--- src/rtl/div_fp16_multicycle.sv ---
// Iterative FP16 divider: radix-2 restoring mantissa division, one quotient bit per cycle,
// round-to-nearest-even, subnormals flushed to zero. start/done handshake shared with the FP16 multiplier.
module div_fp16_multicycle (
   input  logic        clk,
   input  logic        nRST,
   input  logic        start,
   input  logic [15:0] a,
   input  logic [15:0] b,
   output logic [15:0] result,
   output logic        done,
   output logic        busy
);

   typedef enum logic [1:0] {IDLE, SPEC, DIV, ROUND} state_t;

   state_t             state, next_state;
   logic [14:0]        a_q, b_q;
   logic               sign_q;
   logic [11:0]        rem_q;
   logic [10:0]        den_q;
   logic [12:0]        quo_q;
   logic [3:0]         iter_q;
   logic signed [6:0]  exp_q;

   function automatic logic is_zero(input logic [14:0] x);
      return x[14:10] == 5'd0;
   endfunction

   function automatic logic is_inf(input logic [14:0] x);
      return (x[14:10] == 5'd31) && (x[9:0] == 10'd0);
   endfunction

   function automatic logic is_nan(input logic [14:0] x);
      return (x[14:10] == 5'd31) && (x[9:0] != 10'd0);
   endfunction

   function automatic logic [15:0] spec_result(input logic [14:0] x, input logic [14:0] y,
                                               input logic sgn);
      if (is_nan(x) || is_nan(y) || (is_inf(x) && is_inf(y)) || (is_zero(x) && is_zero(y)))
         return 16'h7E00;
      else if (is_inf(x) || is_zero(y))
         return {sgn, 15'h7C00};
      else
         return {sgn, 15'h0000};
   endfunction

   // Normalize, round to nearest even, then saturate to inf or flush to zero.
   function automatic logic [15:0] round_pack(input logic [12:0] quo, input logic [11:0] rem,
                                              input logic signed [6:0] ex, input logic sgn);
      logic [9:0]        mant;
      logic              g, s, rnd;
      logic [10:0]       sum;
      logic signed [6:0] e;
      if (quo[12]) begin
         mant = quo[11:2];
         g    = quo[1];
         s    = quo[0] | (rem != 12'd0);
         e    = ex;
      end else begin
         mant = quo[10:1];
         g    = quo[0];
         s    = (rem != 12'd0);
         e    = ex - 7'sd1;
      end
      rnd  = g & (s | mant[0]);
      sum  = {1'b0, mant} + {10'd0, rnd};
      mant = sum[9:0];
      if (sum[10])
         e = e + 7'sd1;
      if (e >= 7'sd31)
         return {sgn, 15'h7C00};
      else if (e <= 7'sd0)
         return {sgn, 15'h0000};
      else
         return {sgn, e[4:0], mant};
   endfunction

   always_ff @(posedge clk or negedge nRST) begin
      if (!nRST)
         state <= IDLE;
      else
         state <= next_state;
   end

   always_comb begin
      next_state = state;
      case (state)
         IDLE:  if (start)
                   next_state = (is_zero(a[14:0]) || is_zero(b[14:0]) ||
                                 a[14:10] == 5'd31 || b[14:10] == 5'd31) ? SPEC : DIV;
         SPEC:  next_state = IDLE;
         DIV:   if (iter_q == 4'd12) next_state = ROUND;
         ROUND: next_state = IDLE;
         default: next_state = IDLE;
      endcase
   end

   assign busy = (state != IDLE);

   always_ff @(posedge clk or negedge nRST) begin
      if (!nRST) begin
         a_q    <= '0;
         b_q    <= '0;
         sign_q <= 1'b0;
         rem_q  <= '0;
         den_q  <= '0;
         quo_q  <= '0;
         iter_q <= '0;
         exp_q  <= '0;
         result <= '0;
         done   <= 1'b0;
      end else begin
         done <= 1'b0;
         case (state)
            IDLE: if (start) begin
               a_q    <= a[14:0];
               b_q    <= b[14:0];
               sign_q <= a[15] ^ b[15];
               rem_q  <= {2'b01, a[9:0]};
               den_q  <= {1'b1, b[9:0]};
               quo_q  <= '0;
               iter_q <= '0;
               exp_q  <= $signed({2'b00, a[14:10]}) - $signed({2'b00, b[14:10]}) + 7'sd15;
            end
            SPEC: begin
               result <= spec_result(a_q, b_q, sign_q);
               done   <= 1'b1;
            end
            DIV: begin
               // Remainder stays below the divisor, so the shift never overflows 12 bits.
               if (rem_q >= {1'b0, den_q}) begin
                  rem_q <= (rem_q - {1'b0, den_q}) << 1;
                  quo_q <= {quo_q[11:0], 1'b1};
               end else begin
                  rem_q <= rem_q << 1;
                  quo_q <= {quo_q[11:0], 1'b0};
               end
               iter_q <= iter_q + 4'd1;
            end
            ROUND: begin
               result <= round_pack(quo_q, rem_q, exp_q, sign_q);
               done   <= 1'b1;
            end
            default: ;
         endcase
      end
   end

endmodule

--- config.mk ---
export PLATFORM = sky130hd
export DESIGN_NAME = div_fp16_multicycle
export DESIGN_NICKNAME = d
export VERILOG_FILES = /design/src/rtl/div_fp16_multicycle.sv
export SDC_FILE = /design/constraint.sdc
export NUM_CORES = 1
export LEC_CHECK = 0
export ABC_CLOCK_PERIOD_IN_PS = 3960
export BUFFER_PORTS_ARGS = -buffer_cell sky130_fd_sc_hd__buf_4
export CELL_PAD_IN_SITES_DETAIL_PLACEMENT = 1
export CELL_PAD_IN_SITES_GLOBAL_PLACEMENT = 1
export CORE_MARGIN = 2
export CORE_UTILIZATION = 40
export DETAILED_ROUTE_END_ITERATION = 12
export PLACE_DENSITY_LB_ADDON = 0.05
export SYNTH_ARGS = -nofsm -noshare
export SYNTH_HDL_FRONTEND = slang
export SYNTH_SLANG_ARGS = --single-unit
--- constraint.sdc ---
create_clock -name clk -period 3.96 [get_ports clk]
set_clock_uncertainty 0.15 [all_clocks]
set_input_delay 0.198 -clock clk [delete_from_list [all_inputs] [get_ports clk]]
set_output_delay 0.198 -clock clk [all_outputs]
set_load 0.005 [all_outputs]
Yosys cells after proc, flatten, opt, wreduce, memory -nomap -nowiden
Cells that the tools add are included.
{"block": "op_classes", "n_eq_ne": 10, "div": 0, "n_addsub": 7, "bitwise": 4, "n_reduce_logical": 30, "order_cmp": 3, "multipliers": 0, "mux": 28, "shift": 0}
{"cell": "15-bit 2-to-1 mux", "n": 3}
{"cell": "16-bit case mux with 2 select lines", "n": 1}
{"cell": "7-bit 2-to-1 mux", "n": 4}
{"cell": "13-bit case mux with 2 select lines", "n": 1}
{"cell": "12-bit 2-to-1 mux", "n": 2}
{"cell": "12-bit case mux with 2 select lines", "n": 1}
{"cell": "5-bit equality test (second input constant)", "n": 4}
{"cell": "10-bit zero test", "n": 2}
{"cell": "5-bit zero test", "n": 4}
{"cell": "10-bit 2-to-1 mux", "n": 2}
{"cell": "10-bit nonzero test", "n": 2}
{"cell": "16-bit 2-to-1 mux", "n": 1}
{"cell": "13-bit 2-to-1 mux", "n": 1}
{"cell": "12-bit by 11-bit greater-or-equal comparator with 1-bit output", "n": 1}
{"cell": "12-bit nonzero test", "n": 1}
{"cell": "10-bit by 1-bit adder with 11-bit output", "n": 1}
{"cell": "11-bit subtractor", "n": 1}
{"cell": "4-bit case mux with 2 select lines", "n": 1}
{"cell": "6-bit by 5-bit adder with 7-bit output (second input constant)", "n": 1}
{"cell": "7-bit by 2-bit adder with 7-bit output (second input constant)", "n": 1}
{"cell": "7-bit by 6-bit greater-or-equal comparator with 1-bit output (second input constant)", "n": 1}
{"cell": "7-bit by 1-bit less-or-equal comparator with 1-bit output (second input constant)", "n": 1}
{"cell": "1-bit logical OR", "n": 7}
{"cell": "7-bit by 2-bit subtractor with 7-bit output (second input constant)", "n": 1}
{"cell": "other kinds (18)", "n": 37}
{"block": "word_totals", "word_cells": 93, "mem_count": 0, "ff_bits": 97, "latch_bits": 0, "in_bits": 35, "rom_bits": 0, "ram_bits": 0}

Logic depth before layout (Yosys ltp)
Gate-level depths: netlist of the first run.
{"block": "depth", "word_depth": 13, "ltp_mapped": 14, "ltp_nobuf": 11}

Worst setup path after synthesis of the first run
Ideal clock, no wire load.
{"block": "synth_path", "path_kind": "reg2reg", "from": "register quo_q[12]", "to": "register result[14]", "required_time_ps": 3684, "n_path_buf": 3, "path_stages_with_launch": 14, "arrival_ps": 3232, "slack_ps": 452, "path_cell_list": "dfrtp_1 buf_6 clkbuf_1 clkbuf_1 nand2_1 a21boi_0 ha_1 and2_1 nand4_1 a2111oi_4 mux2i_1 xor2_1 nand2_1 a221o_1"}
{"block": "synth_between", "elab_chain_len": 11}
{"item": "start: declaration", "line": "21", "text": "logic [12:0] quo_q;"}
{"item": "start signal: assignment", "line": "133", "text": "quo_q <= {quo_q[11:0], 1'b1};"}
{"item": "start signal: assignment", "line": "136", "text": "quo_q <= {quo_q[11:0], 1'b0};"}
{"item": "1-bit 2-to-1 mux or 10-bit 2-to-1 mux (tied branches)", "line": "54", "text": "if (quo[12]) begin"}
{"item": "1-bit 2-to-1 mux or 10-bit 2-to-1 mux (tied branches)", "line": "114", "text": "case (state)"}
{"item": "1-bit bitwise OR", "line": "65", "text": "rnd = g & (s | mant[0]);"}
{"item": "1-bit bitwise AND", "line": "65"}
{"item": "10-bit by 1-bit adder with 11-bit output", "line": "66", "text": "sum = {1'b0, mant} + {10'd0, rnd};"}
{"item": "7-bit 2-to-1 mux (*)", "line": "68", "text": "if (sum[10])"}
{"item": "7-bit 2-to-1 mux (*)", "line": "114"}
{"item": "7-bit by 1-bit less-or-equal comparator with 1-bit output", "line": "72", "text": "else if (e <= 7'sd0)"}
{"item": "15-bit 2-to-1 mux", "line": "72"}
{"item": "15-bit 2-to-1 mux (*)", "line": "70", "text": "if (e >= 7'sd31)"}
{"item": "16-bit case mux with 2 select lines (*)", "line": "114"}
{"item": "end signal: assignment", "line": "126", "text": "result <= spec_result(a_q, b_q, sign_q);"}
{"item": "end signal: assignment", "line": "141", "text": "result <= round_pack(quo_q, rem_q, exp_q, sign_q);"}
{"item": "end: declaration", "line": "9", "text": "output logic [15:0] result,"}
Every way passes the cells marked *; elsewhere a longest branch is shown, timed or not. The select of a mux whose other input is x is not followed.
A chain may end at the register's enable or synchronous reset.

Worst setup path after layout of the first run
{"block": "layout_path", "from": "register exp_q[0]", "to": "register result[0]"}
{"block": "layout_between", "elab_chain_len": 10}
{"item": "start: declaration", "line": "23", "text": "logic signed [6:0] exp_q;"}
{"item": "start signal: assignment", "line": "123", "text": "exp_q <= $signed({2'b00, a[14:10]}) - $signed({2'b00, b[14:10]}) + 7'sd15;"}
{"item": "7-bit by 2-bit subtractor with 7-bit output", "line": "63", "text": "e = ex - 7'sd1;"}
{"item": "7-bit 2-to-1 mux (*)", "line": "54"}
{"item": "7-bit 2-to-1 mux (*)", "line": "114"}
{"item": "7-bit by 2-bit adder with 7-bit output", "line": "69", "text": "e = e + 7'sd1;"}
{"item": "7-bit 2-to-1 mux (*)", "line": "68"}
{"item": "7-bit 2-to-1 mux (*)", "line": "114"}
{"item": "7-bit by 1-bit less-or-equal comparator with 1-bit output", "line": "72"}
{"item": "15-bit 2-to-1 mux", "line": "72"}
{"item": "15-bit 2-to-1 mux (*)", "line": "70"}
{"item": "16-bit case mux with 2 select lines (*)", "line": "114"}
Marked as above.

==> results of run 1 <==
[sequential cells by signal (all words and copies together), names as in the netlist]
name / count
rem_q: 12
quo_q: 13
b_q: 15
result: 16
den_q: 1
iter_q: 4
done: 1
state: 2
a_q: 15
exp_q: 7
sign_q: 1
[through the flow]
stage | cells | util (%)
final | 854 | 49.2
after CTS | 854 | 49.2
after floorplan | 606 | -
after global routing | 854 | 49.2
after global placement | 811 | 44.6
after detailed placement | 811 | 44.6
[how the worst min path moves through the flow]
stage,startpoint,to
after floorplan,nRST,a_q[0]
after global placement,nRST,result[15]
after detailed placement,nRST,result[13]
after CTS,a[15],sign_q
after global routing,a[10],a_q[10]
final,a[15],sign_q
[power by group through the flow]
stage | registers, mW | clock network [mW] | logic [mW]
2_1_floorplan | 1.57 | 0 | 2.18
3_3_place_gp | 1.73 | 0 | 2.71
3_5_place_dp | 1.76 | 0 | 2.81
4_1_cts | 1.75 | 0.957 | 2.85
5_1_grt | 1.81 | 0.994 | 3.21
6_report | 1.74 | 0.944 | 2.82
[cells by family (layout without fill, tap and decap cells)]
family,after synthesis,in the layout
AOI/OAI and AO/OA,132,132
xor gates and xnor gates,32,32
adders and majority gates,24,24
buffers and inverters,62,134
DFF,87,87
muxes,18,18
and+or+nand+nor,251,251
[metal layers]
metal | wire length (um) | share of wire (%) | GRT usage [%] | up-vias
met5 | 0 | 0 | 0 | -
met1 | 6760 | 47 | 27.8 | 2283
met4 | 251 | 1.7 | 6.10 | 0
met2 | 7010 | 49 | 36.6 | 60
li1 | - | - | - | 2254
met3 | 349 | 2.4 | 3.59 | 18
[layout make-up]
| type | instances | area [um2] |
|---|---|---|
| Sequential cell | 87 | 2180 |
| Timing Repair Buffer | 87 | 721 |
| Fill cell | 1539 | 6680 |
| Inverter | 31 | 116 |
| Clock inverter | 5 | 81.3 |
| Clock buffer | 11 | 243 |
| Multi-Input combinational cell | 457 | 2900 |
| Tap cell | 176 | 220 |
[Yosys cell counts (all sizes together), types with 5 or more instances]
cell     count  area share (%)
nand2      134             9.5
dfrtp       87              41
o21ai       46             4.5
inv         30             2.1
nor2        28             2.0
clkbuf      26             1.9
nand3       25             2.4
ha          22             5.2
xnor2       16             2.6
xor2        16             2.8
a21oi       14             1.3
mux2i       13             2.4
a21o        11             1.6
nor4        10             1.5
o2bb2ai     10             1.6
nand4        9             1.1
and3         7            0.85
a22oi        6            0.85
nor3         6            0.56
o211ai       6            0.85
buf          5            0.52
mux2         5             1.1
nand2b       5            0.59
nor2b        5            0.59
o31ai        5            0.71
[worst register-to-register path, delay by kind of cell (launching register included)]
family	cells	cell delay [ns]
buf+inv	1	0.12
mux	1	0.28
fa+ha+maj	1	0.21
xor+xnor	1	0.38
flops	1	0.48
compound gates	3	0.95
simple gates	2	0.78
==> flow_summary.yaml, run 1 <==
worst_setup_path:
  r2r_start: "exp_q[0]"
  critPathCapture: "result[0]"
  worstSetupStartpoint: "exp_q[0]"
  end_kind: "flop"
  cp_cell_sequence: "inv_1, ha_1, or3b_4, or3_4, a2111oi_4, mux2i_1, xor2_1, o2111ai_4, o2bb2ai_1"
  start_kind: "flop"
  cp_slowest_cell: "dfrtp_1"
  crit_type: "flop to flop"
  crit_fanout: 10
  crit_required_ns: 4.07
  cpPeakStageDelay_ns: 0.48
  crit_buf_inv: 1
  cp.arrival_ns: 3.54
  timing.rr.end: "result[0]"
  rrSetupSlack_ns: 0.53
  crit_family: "compound AO/OA/AOI/OAI gates"
  reg2reg_depth: 9
  cp_num_cells: 9
power:
  power.internal_mw: 3.11
  pwr-share-seq_pct: 31.6
  power.total_mw: 5.51
  p_leak_nw: 2.97
  comb_power_share_pct: 51.3
  switching_share_pct: 43.5
  ir_drop_mv: 0.394
  clockPowerShare_pct: 17.1
  p_sw_mw: 2.40
  p_per_area_nw_per_um2: 853
clock_tree:
  clockBufferDepth: 2
  insertion_delay_ns: 0.35
  cts_tree: "yes"
  cts_made_buffers: 9
  h-tree-depth: 3
  cts_resized: 0
  cts_setup_buffers: 0
  root_buffer: "clkbuf_16"
  clock-sinks: 87
  cts.reportedPaths.clkPinSlew_ns: 0.07
  ctsHoldBuffers: 27
placement:
  dp_slack_ns: 0.524
  dp_hpwl_mm: 10.6
  io_buffer_count: 52
  place_congestion: 0.909
  placed_cell_area_um2: 5860
logic_synthesis:
  synth_xor_area_share_pct: 5.41
  synthesis.area_um2: 5320
  yosysWarnings: 0
  synthAdderAreaFrac_pct: 5.93
  synthCells: 606
  synth_edf_count: 0
  ys_seq_area_share_pct: 40.9
  synth_simple_gate_area_share_pct: 22.1
  synth_top_family_by_area: "simple AND/OR/NAND/NOR gates"
  synth_area_per_cell_um2: 8.78
  ys_ff_latch: 87
  muxShareOfSynthArea_pct: 3.50
  synth_compound_area_share_pct: 17.6
  ys_types: 63
  synthFlopType: "dfrtp_1"
  ys_async_sr_fraction_pct: 100
  syn_nets: 665
floorplanning:
  core-area_um2: 13100
  die_h_um: 119
  initial_core_util_pct: 40.5
  pin_count: 53
  rows: 42
  die_x_um: 119
  die_area_um2: 14200
drt:
  viasPerCell: 5.40
  ant_nets: 0
  post-route-drc-count: 0
  wire_per_inst_um: 16.8
  drt_iter0_drc: 178
  wirelength_mm: 14.4
  dr.pass1.iters: 7
  vias: 4615
global_route:
  grt_max_degree: 64
  grt_pass1_vias: 4842
  antenna_found_initial: 0
  grt_pass1_wl_mm: 24.3
  grt_usage_pct: 21.3
  gr-total-overflow: 0
finish:
  layout_common_cells: "nand2_1, dfrtp_1, buf_4, o21ai_0, inv_1"
  layout_commonest_cell: "nand2_1"
  area_growth_pct: 21.4
  final_cell_area_um2: 6460
  n_antenna_cell: 0
  layout-drive-gt1-share_pct: 14.0
  nets: 732
worst_hold_path:
  hold_path.class: "input port to flop"
  hold_depth: 3
timing:
  finalHoldViolations: 0
  worst_pin_slew_ns: 0.896
  finalMaxSlewViolations: 0
  tns_ns: 0
  setup_viol: 0
  max-slew-margin-rel_pct: 40.1
  fin_ws_ns: 0.531
  post-route-min-period_ns: 3.43
  hold_ws_ns: 0.000896
  max_freq_ghz: 0.292
  finalCritPeriodShare_pct: 86.6
  rsz0062_at_grt: "no"
status:
  status: "complete, no violations"
flow_run:
  max_cap_violations: 0
(Power assumes the default switching activity.)
==> run 2: changes to the inputs <==
--- a/config.mk
+++ b/config.mk
@@ -7,10 +7,11 @@
 export LEC_CHECK = 0
 export ABC_CLOCK_PERIOD_IN_PS = 3960
 export BUFFER_PORTS_ARGS = -buffer_cell sky130_fd_sc_hd__buf_4
-export CELL_PAD_IN_SITES_DETAIL_PLACEMENT = 1
+export CELL_PAD_IN_SITES_DETAIL_PLACEMENT = 0
 export CELL_PAD_IN_SITES_GLOBAL_PLACEMENT = 1
 export CORE_MARGIN = 2
 export CORE_UTILIZATION = 40
+export CTS_CLUSTER_SIZE = 28
 export DETAILED_ROUTE_END_ITERATION = 12
 export PLACE_DENSITY_LB_ADDON = 0.05
 export SYNTH_ARGS = -nofsm -noshare
==> run 2 against run 1 <==
Compared with the run above: final area is 0.29% lower; sequential power hardly changed; die area stayed put; global-route usage is 1.3 points lower; worst setup slack better by 0.013 ns; worst hold slack better by 0.022 ns; cell count is 0.12% higher; non-clock buffer count is 2 higher; routed wire length is 7.2% lower; combinational power is 2% lower; maximum frequency is 0.39% higher; largest cell class unchanged.
==> flow_summary.yaml, run 2 (synthesized netlist as in run 1, its figures left out) <==
timing:
  post-route-min-period_ns: 3.42
  worst_pin_slew_ns: 0.830
  rsz0062_at_grt: "no"
  max_freq_ghz: 0.293
  setup_viol: 0
  finalMaxSlewViolations: 0
  finalCritPeriodShare_pct: 86.3
  tns_ns: 0
  finalHoldViolations: 0
  max-slew-margin-rel_pct: 44.5
drt:
  drt_iter0_drc: 244
  viasPerCell: 5.29
  dr.pass1.iters: 5
  post-route-drc-count: 0
  ant_nets: 0
  wire_per_inst_um: 15.6
  wirelength_mm: 13.3
  vias: 4525
worst_setup_path:
  crit_buf_inv: 1
  crit_type: "flop to flop"
  cp_slowest_cell: "dfrtp_1"
  timing.rr.end: "result[1]"
  cpPeakStageDelay_ns: 0.47
  crit_family: "compound AO/OA/AOI/OAI gates"
  cp_num_cells: 9
  end_kind: "flop"
  worstSetupStartpoint: "exp_q[0]"
  crit_fanout: 10
  rrSetupSlack_ns: 0.54
  start_kind: "flop"
  critPathCapture: "result[1]"
  reg2reg_depth: 9
  cp.arrival_ns: 3.53
  r2r_start: "exp_q[0]"
  crit_required_ns: 4.08
  cp_cell_sequence: "inv_1, ha_1, or3b_4, or3_4, a2111oi_4, mux2i_1, xor2_1, o2111ai_4, o2bb2ai_1"
global_route:
  grt_pass1_wl_mm: 22.5
  antenna_found_initial: 0
  gr-total-overflow: 0
  use_met1_pct: 27.4
  grt_pass1_vias: 4406
  grt_max_degree: 64
  grt_use_met3_pct: 3.45
  globalRoute.busiestLayer: "met2"
  met2_usage_pct: 32.5
  grt_usage_pct: 20.1
clock_tree:
  clock-sinks: 87
  cts_setup_buffers: 0
  root_buffer: "clkbuf_16"
  clockBufferDepth: 2
  cts.reportedPaths.clkPinSlew_ns: 0.06
  cts_made_buffers: 9
  cts_tree: "yes"
  insertion_delay_ns: 0.34
  h-tree-depth: 3
finish:
  nets: 734
  layout-drive-gt1-share_pct: 13.8
  layout_commonest_cell: "nand2_1"
  largest-register: "result"
  largest_reg_flops: 16
  top_regs: "result x16, a_q x15, b_q x15"
  area_growth_pct: 21.0
  n_antenna_cell: 0
  layout_common_cells: "nand2_1, dfrtp_1, buf_4, o21ai_0, inv_1"
  fin_util_pct: 49.0
floorplanning:
  core-area_um2: 13100
  pin_count: 53
  die_x_um: 119
  die_area_um2: 14200
  rows: 42
  die_h_um: 119
  initial_core_util_pct: 40.5
power:
  p_leak_nw: 2.95
  ir_drop_mv: 0.420
  p_per_area_nw_per_um2: 827
status:
  status: "complete, no violations"
worst_hold_path:
  hold_path.class: "input port to flop"
placement:
  place_congestion: 0.909
  dp_hpwl_mm: 9.66
  io_buffer_count: 52
flow_run:
  max_cap_violations: 0
## run 2: area by class of cell
cell class | count | area, um2
clock buffer | 13 | 270
clock inverter | 2 | 15.0
fill | 1311 | 6700
inverter | 31 | 116
multi-input combinational | 457 | 2900
sequential | 87 | 2180
tap | 176 | 220
timing repair buffer | 89 | 741
## run 2: power by group
part	internal (mW)	switching, mW	total [mW]
clock network	0.474	0.356	0.830
logic	1.24	1.53	2.76
registers	1.30	0.425	1.73
total	3.01	2.31	5.32
## run 2: metrics by stage
step	area [um2]	hold WS, ns	power, mW	worst slack (ns)	cells
4_1_cts	6440	0.0139	5.36	0.552	855
3_5_place_dp	5860	0.202	4.49	0.571	811
3_3_place_gp	5860	0.192	4.45	0.658	811
6_report	6440	0.0228	5.32	0.544	855
5_1_grt	6440	0.0301	5.84	0.280	855
2_1_floorplan	5320	-0.248	3.74	0.452	606
## run 2: timing repair
item,CTS,global route
hold endpoints to repair,95,0
gates resized for setup,0,0
hold buffers,29,0
## run 2: layer usage
metal	vias to the layer above	part of all wire, %
met5	-	0
met4	0	1.3
met3	12	3.5
met2	79	47
met1	2177	48
li1	2257	-
## run 2: how the worst min path moves through the flow
stage	from	endpoint	depth (start not counted)
after floorplan	nRST	a_q[0]	0
after global placement	nRST	result[15]	1
after detailed placement	nRST	result[13]	1
after CTS	a[10]	a_q[10]	3
after global routing	a[10]	a_q[10]	3
final	a[10]	a_q[10]	3
## run 2: worst reg2reg max path, cell delays in order (launching register included)
cell	delay, ns
dfrtp_1	0.47
inv_1	0.11
ha_1	0.21
or3b_4	0.42
or3_4	0.37
a2111oi_4	0.44
mux2i_1	0.27
xor2_1	0.39
o2111ai_4	0.29
o2bb2ai_1	0.22
==> run 3: changes to the inputs <==
--- a/config.mk
+++ b/config.mk
@@ -10,7 +10,7 @@
 export CELL_PAD_IN_SITES_DETAIL_PLACEMENT = 0
 export CELL_PAD_IN_SITES_GLOBAL_PLACEMENT = 1
 export CORE_MARGIN = 2
-export CORE_UTILIZATION = 40
+export CORE_UTILIZATION = 46
 export CTS_CLUSTER_SIZE = 28
 export DETAILED_ROUTE_END_ITERATION = 12
 export PLACE_DENSITY_LB_ADDON = 0.05
==> run 3 against run 2 <==
Compared with the run above: sequential power about the same; critical path depth increased by 1; worst hold slack improved by 0.0036 ns; clock power increased by 1%; cell count decreased by 4.1%; routed wire length decreased by 6.0%; maximum frequency increased by 0.47%; first-iteration DRC count decreased by 9.8%; utilization increased by 7.1 points; final area decreased by 0.99%; global-route usage increased by 1.4 points; critical path type unchanged; critical endpoint is now result[0]; largest cell class unchanged.
==> flow_summary.yaml, run 3 (synthesized netlist as in run 1, its figures left out) <==
finish:
  top_regs: "result x16, a_q x15, b_q x15"
  largest_reg_flops: 16
  layout.cells.non_filler: 820
  layout_common_cells: "nand2_1, dfrtp_1, buf_4, o21ai_0, inv_1"
  area_growth_pct: 19.8
  largest-register: "result"
  nets: 731
  n_antenna_cell: 0
  layout_commonest_cell: "nand2_1"
  layout-drive-gt1-share_pct: 13.9
drt:
  wire_per_inst_um: 15.3
  post-route-drc-count: 0
  drt_iter0_drc: 220
  wirelength_mm: 12.5
  dr.pass1.iters: 4
  viasPerCell: 5.39
  vias: 4416
  ant_nets: 0
worst_hold_path:
  hp-start: "b[13]"
  hold_depth: 3
  holdPathEnd: "b_q[13]"
  hold_path.class: "input port to flop"
worst_setup_path:
  start_kind: "flop"
  reg2reg_depth: 10
  end_kind: "flop"
  rrSetupSlack_ns: 0.56
  cp.arrival_ns: 3.52
  cp_slowest_cell: "dfrtp_1"
  r2r_start: "quo_q[12]"
  cpPeakStageDelay_ns: 0.55
  crit_type: "flop to flop"
  timing.rr.end: "result[0]"
  crit_fanout: 14
  crit_required_ns: 4.08
  cp_cell_sequence: "nand2b_1, a21boi_0, ha_1, and2_1, nand4_1, a2111oi_4, mux2i_1, xor2_1, o2111ai_4, o2bb2ai_1"
floorplanning:
  core-area_um2: 11400
  pin_count: 53
  rows: 39
  die_x_um: 112
  die_h_um: 112
  initial_core_util_pct: 46.8
  die_area_um2: 12400
global_route:
  grt_usage_pct: 21.5
  grt_pass1_vias: 4378
  grt_pass1_wl_mm: 21.7
  antenna_found_initial: 0
  gr-total-overflow: 0
  grt_max_degree: 63
placement:
  dp_hpwl_mm: 9.01
  dp.cells: 777
  io_buffer_count: 52
  place_congestion: 0.846
timing:
  finalMaxSlewViolations: 0
  max-slew-margin-rel_pct: 45.5
  tns_ns: 0
  finalHoldViolations: 0
  rsz0062_at_grt: "no"
  post-route-min-period_ns: 3.40
  finalCritPeriodShare_pct: 85.9
  setup_viol: 0
  worst_pin_slew_ns: 0.817
  max_freq_ghz: 0.294
clock_tree:
  cts_tree: "yes"
  cts_resized: 0
  h-tree-depth: 3
  clockBufferDepth: 2
  cts.reportedPaths.clkPinSlew_ns: 0.07
  root_buffer: "clkbuf_16"
  cts_made_buffers: 9
  clock-sinks: 87
  insertion_delay_ns: 0.35
power:
  p_leak_nw: 2.95
  p_per_area_nw_per_um2: 832
  power.total_mw: 5.31
  ir_drop_mv: 0.594
flow_run:
  max_cap_violations: 0
status:
  status: "complete, no violations"
run 3: what timing repair did:
action	in CTS	in global routing
endpoints found under the hold margin	93	0
hold buffers	27	0
setup buffers	0	0
run 3: stage by stage:
stage	setup WS [ns]	cell area [um2]	util (%)	hold slack (ns)
detailed placement	0.583	5820	51.2	0.193
global route	0.252	6380	56.1	0.0429
global placement	0.675	5820	51.2	0.180
finish	0.560	6380	56.1	0.0264
CTS	0.560	6380	56.1	0.0217
floorplan	0.452	5320	-	-0.248
run 3: how the worst max path moves through the flow:
stage,startpoint,end,slack [ns]
after floorplan,quo_q[12],result[14],0.45
after global placement,quo_q[12],result[2],0.67
after detailed placement,quo_q[12],result[1],0.58
after CTS,quo_q[12],result[1],0.56
after global routing,quo_q[12],result[1],0.25
final,quo_q[12],result[0],0.56
run 3: per-layer routing:
layer	vias up	wire (um)	global-route usage [%]	share of wire (%)
li1	2253	-	-	-
met1	2075	6000	30.2	48
met2	72	6000	34.4	48
met3	16	311	2.94	2.5
met4	0	229	7.57	1.8
met5	-	0	0	0
run 3: critical path: cells and delay by family, from the launching register on:
kind	cells	cell delay (ns)
xor+xnor	1	0.37
simple gates	3	0.68
flops	1	0.55
mux	1	0.26
compound gates	4	1.10
fa+ha+maj	1	0.21
run 3: power by group:
group	switching, mW	internal [mW]	leakage (nW)
Clock	0.355	0.487	0.142
Sequential	0.424	1.30	1.09
Combinational	1.50	1.23	1.72
Total	2.28	3.02	2.95
run 3: final cells by class:
type                            instances  area (um2)
Inverter                               31         116
Clock inverter                          6        61.3
Multi-Input combinational cell        457        2900
Tap cell                              143         179
Fill cell                            1008        4990
Clock buffer                           10         229
Sequential cell                        87        2180
Timing Repair Buffer                   86         713
